===== config.mk =====
export PLATFORM = sky130hd
export DESIGN_NAME = cnt_mod_n
export DESIGN_NICKNAME = d
export VERILOG_FILES = /design/src/rtl/cnt_mod_n.sv
export SDC_FILE = /design/constraint.sdc
export NUM_CORES = 1
export LEC_CHECK = 0
export BUFFER_PORTS_ARGS = -buffer_cell sky130_fd_sc_hd__buf_4
export CORE_MARGIN = 2
export CORE_UTILIZATION = 30
export CTS_CLUSTER_SIZE = 24
export DETAILED_ROUTE_END_ITERATION = 8
export HOLD_SLACK_MARGIN = 0.08
export PLACE_DENSITY = 0.52
export SLEW_MARGIN = 20
export SYNTH_ARGS = -nofsm -noshare
export SYNTH_HDL_FRONTEND = slang
export SYNTH_SLANG_ARGS = --single-unit

===== constraint.sdc =====
create_clock -name clk -period 2.3 [get_ports clk]
set_clock_uncertainty 0.15 [all_clocks]
set_input_delay 0.23 -clock clk [delete_from_list [all_inputs] [get_ports clk]]
set_output_delay 0.23 -clock clk [all_outputs]
set_load 0.005 [all_outputs]

===== src/rtl/cnt_mod_n.sv =====
// Modulo-MOD up/down counter with enable, clear, load, and wrap or saturate mode.
// It also provides a terminal-count pulse, a sticky load error flag and a registered Gray-code output.
module cnt_mod_n #(
    parameter int MOD       = 5,
    parameter int WIDTH     = 3,
    parameter int RESET_VAL = 0
) (
    input  logic             clk,
    input  logic             reset_n,
    input  logic             en,
    input  logic             inc,
    input  logic             sat,
    input  logic             clr,
    input  logic             load,
    input  logic [WIDTH-1:0] load_val,
    output logic [WIDTH-1:0] cnt,
    output logic [WIDTH-1:0] gray,
    output logic             tc,
    output logic             err
);

    // Bounds are compared before any arithmetic is done.
    // As a result, MOD = 2^WIDTH cannot overflow the register.
    localparam logic [WIDTH-1:0] MAX_V = WIDTH'(MOD - 1);
    localparam logic [WIDTH-1:0] RST_V = WIDTH'(RESET_VAL);
    localparam logic [WIDTH-1:0] ONE_V = WIDTH'(1);

    logic [WIDTH-1:0] cnt_q, cnt_d;
    logic [WIDTH-1:0] gray_q, gray_d;
    logic             tc_q, tc_d;
    logic             err_q, err_d;

    always_comb begin
        cnt_d = cnt_q;
        tc_d  = 1'b0;
        err_d = err_q;
        if (clr) begin
            cnt_d = RST_V;
            err_d = 1'b0;
        end else if (load) begin
            if (load_val <= MAX_V) begin
                cnt_d = load_val;
            end else begin
                cnt_d = MAX_V;
                err_d = 1'b1;
            end
        end else if (en) begin
            if (inc) begin
                if (cnt_q == MAX_V) begin
                    tc_d = 1'b1;
                    if (!sat) cnt_d = '0;
                end else begin
                    cnt_d = cnt_q + ONE_V;
                end
            end else begin
                if (cnt_q == '0) begin
                    tc_d = 1'b1;
                    if (!sat) cnt_d = MAX_V;
                end else begin
                    cnt_d = cnt_q - ONE_V;
                end
            end
        end
        gray_d = cnt_d ^ (cnt_d >> 1);
    end

    always_ff @(posedge clk or negedge reset_n) begin
        if (!reset_n) begin
            cnt_q  <= RST_V;
            gray_q <= RST_V ^ (RST_V >> 1);
            tc_q   <= 1'b0;
            err_q  <= 1'b0;
        end else begin
            cnt_q  <= cnt_d;
            gray_q <= gray_d;
            tc_q   <= tc_d;
            err_q  <= err_d;
        end
    end

    assign cnt  = cnt_q;
    assign gray = gray_q;
    assign tc   = tc_q;
    assign err  = err_q;

endmodule


==> qor.txt <==
crit path launch -> cnt[0]
vias per cell -> 5.09
DRC Markers -> 0
startpoint types -> register
worst skew pair latency -> 0.25 ns
crit share post-route -> 0.888
CTS Root Buffer Type -> clkbuf_4
synthesized cell area -> 524 um2
syn_nets -> 67
vias in the first global route -> 402
DIE AREA -> 2100 um2
htree depth -> 1
synthesized flop and latch total -> 7
slew margin rel. -> 0.652
final hold vios -> 0
post-synthesis sequential area ratio -> 0.334
Tot Pwr -> 0.000368 W
Layout Area Growth over Synthesis -> 32.9%
pin count of the biggest net entering global routing -> 11
CTS tree -> done
postcts setup bufs -> 0
die width -> 45.8 um
I/O pin cnt -> 18
status -> finished clean
initial antenna violation count -> 0
RSZ-0062 raised after global routing -> false
clock period minus worst slack -> 2.04 ns
Initial Util -> 0.310
worst hold margin -> 0.124 ns
Data arrival, critical path -> 2.07 ns
worst reg2reg setup slack -> 0.26 ns
Post-DP HPWL -> 883 um
Synth Warn # -> 0
post-synthesis cell type count -> 28
setup TNS -> 0 ns
VDD IR-drop max -> 0.000208 V
DRT antenna net count -> 0
Final Max Slew Viols -> 0
final wirelength -> 1.13 mm
port buffer count -> 17
post-CTS sizing -> 0
Hold Path Sink -> err
Clock Sinks -> 7
Core ar. -> 1690 um2
Tightest Hold Check Type -> primary input to register
Overflow after GRT -> 0
Hold Path Origin -> load_val[2]
drt first pass iters -> 4
synthesized instance count -> 54
global-route wire length before repair -> 1.76 mm
Ant. Diodes -> 0
layout cells sized above 1 -> 0.360
Max-cap violations -> 0
leakage -> 0.341 nW
DRT iter0 DRCs -> 24
Reg2Reg Capture Point -> gray[1]
setup violators final -> 0
kind of critical path -> register to register
cts bufs inserted -> 3
Worst Setup End Kind -> register
power density cells -> 527 nW/um2
R2R depth -> 7
Worst Hold Path Cells -> 3
GRT Total Usage -> 0.120
Max clock buf depth -> 2
Via Count -> 468
clock-pin slew of the registers on the worst-case setup and hold paths -> 0.06 ns
most frequent cells in the layout -> 18 x buf_4, 9 x inv_1, 7 x dfrtp_1
Worst Path Required -> 2.32 ns
routability cong. -> 0.760
WL/cell -> 12.3 um
# nets final -> 89
Die H -> 45.8 um
fmax -> 0.490 GHz
CP max FO -> 8
Mapped Avg Cell Area -> 9.71 um2
Least-Margin Pin Slew -> 0.514 ns
Reg2Reg Launch Point -> cnt[0]
row count -> 15
most common cell after layout, fill and taps aside -> buf_4
## metal layers
| metal | track usage | routed length (um) | part of all wire |
|---|---|---|---|
| met5 | 0 | 0 | 0 |
| met3 | 0.0119 | 81 | 0.071 |
| met1 | 0.162 | 519 | 0.46 |
| met4 | 0.0857 | 23 | 0.020 |
| met2 | 0.177 | 508 | 0.45 |
## synth_stat cells
cell type	count	share of area
inv_1	9	0.064
dfrtp_1	7	0.33
ha_1	3	0.072
nand2_1	3	0.021
nor2_1	3	0.021
a21oi_1	2	0.019
a31oi_1	2	0.024
buf_6	2	0.043
nand3_1	2	0.019
o21ai_0	2	0.019
xnor2_1	2	0.033
a21o_1	1	0.014
a21oi_2	1	0.017
a221oi_1	1	0.017
a311oi_4	1	0.050
and3_4	1	0.021
and4_1	1	0.017
buf_4	1	0.014
nand2b_1	1	0.012
nor2b_1	1	0.012
nor4b_1	1	0.017
o211ai_1	1	0.014
o21bai_1	1	0.014
o221ai_1	1	0.017
o22ai_1	1	0.012
o311ai_2	1	0.031
o31a_2	1	0.019
xnor2_2	1	0.031
## stage by stage
stage	setup slack, ns	utilization	instance area (um2)	std cells
detailed placement	0.306	0.385	651	86
global route	0.140	0.413	697	92
finish	0.257	0.413	697	92
floorplan	0.486	-	524	54
global placement	0.299	0.385	651	86
CTS	0.289	0.413	697	92
## logic make-up (layout without fill, tap and decap cells)
family | Yosys count | in the layout | share of synthesized area
flops | 7 | 7 | 0.334
fa+ha+maj | 3 | 3 | 0.0716
buf+inv | 12 | 33 | 0.122
simple gates | 13 | 13 | 0.141
compound gates | 16 | 16 | 0.267
xor+xnor | 3 | 3 | 0.0645
## layout make-up
class	instances	area, um2
tap	17	21.3
clock buffer	4	26.3
multi-input combinational	35	285
fill	173	992
inverter	9	33.8
sequential	7	175
timing repair buffer	20	155
## critical path, stage by stage (launching register included)
cell and delay [ns]:
dfrtp_1 0.42, inv_1 0.14, ha_1 0.32, o21bai_1 0.11, a21o_1 0.18, a221oi_1 0.33, o31a_2 0.19, xnor2_1 0.11
## how the worst max path moves through the flow
stage	end	slack, ns	depth (start not counted)
floorplan	gray[1]	0.49	7
global route	gray[1]	0.14	7
detailed placement	gray[1]	0.31	7
CTS	gray[1]	0.29	7
global placement	gray[1]	0.30	7
finish	gray[1]	0.26	7
## state kept, by name, indices dropped and copies added (netlist names)
name / count
tc: 1
cnt: 3
gray: 2
err: 1
## where the power goes
part | internal, W | total (W) | leakage (nW) | switching [W]
combinational | 0.0000589 | 0.000110 | 0.234 | 0.0000513
clock | 0.0000664 | 0.000114 | 0.0150 | 0.0000479
sequential | 0.000134 | 0.000143 | 0.0921 | 0.00000893
total | 0.000259 | 0.000368 | 0.341 | 0.000108
## repair_timing
item	in CTS	in global routing
hold buffers	2	0
endpoints found under the setup margin	0	0
hold endpoints to repair	9	0
(Power assumes the default switching activity.)
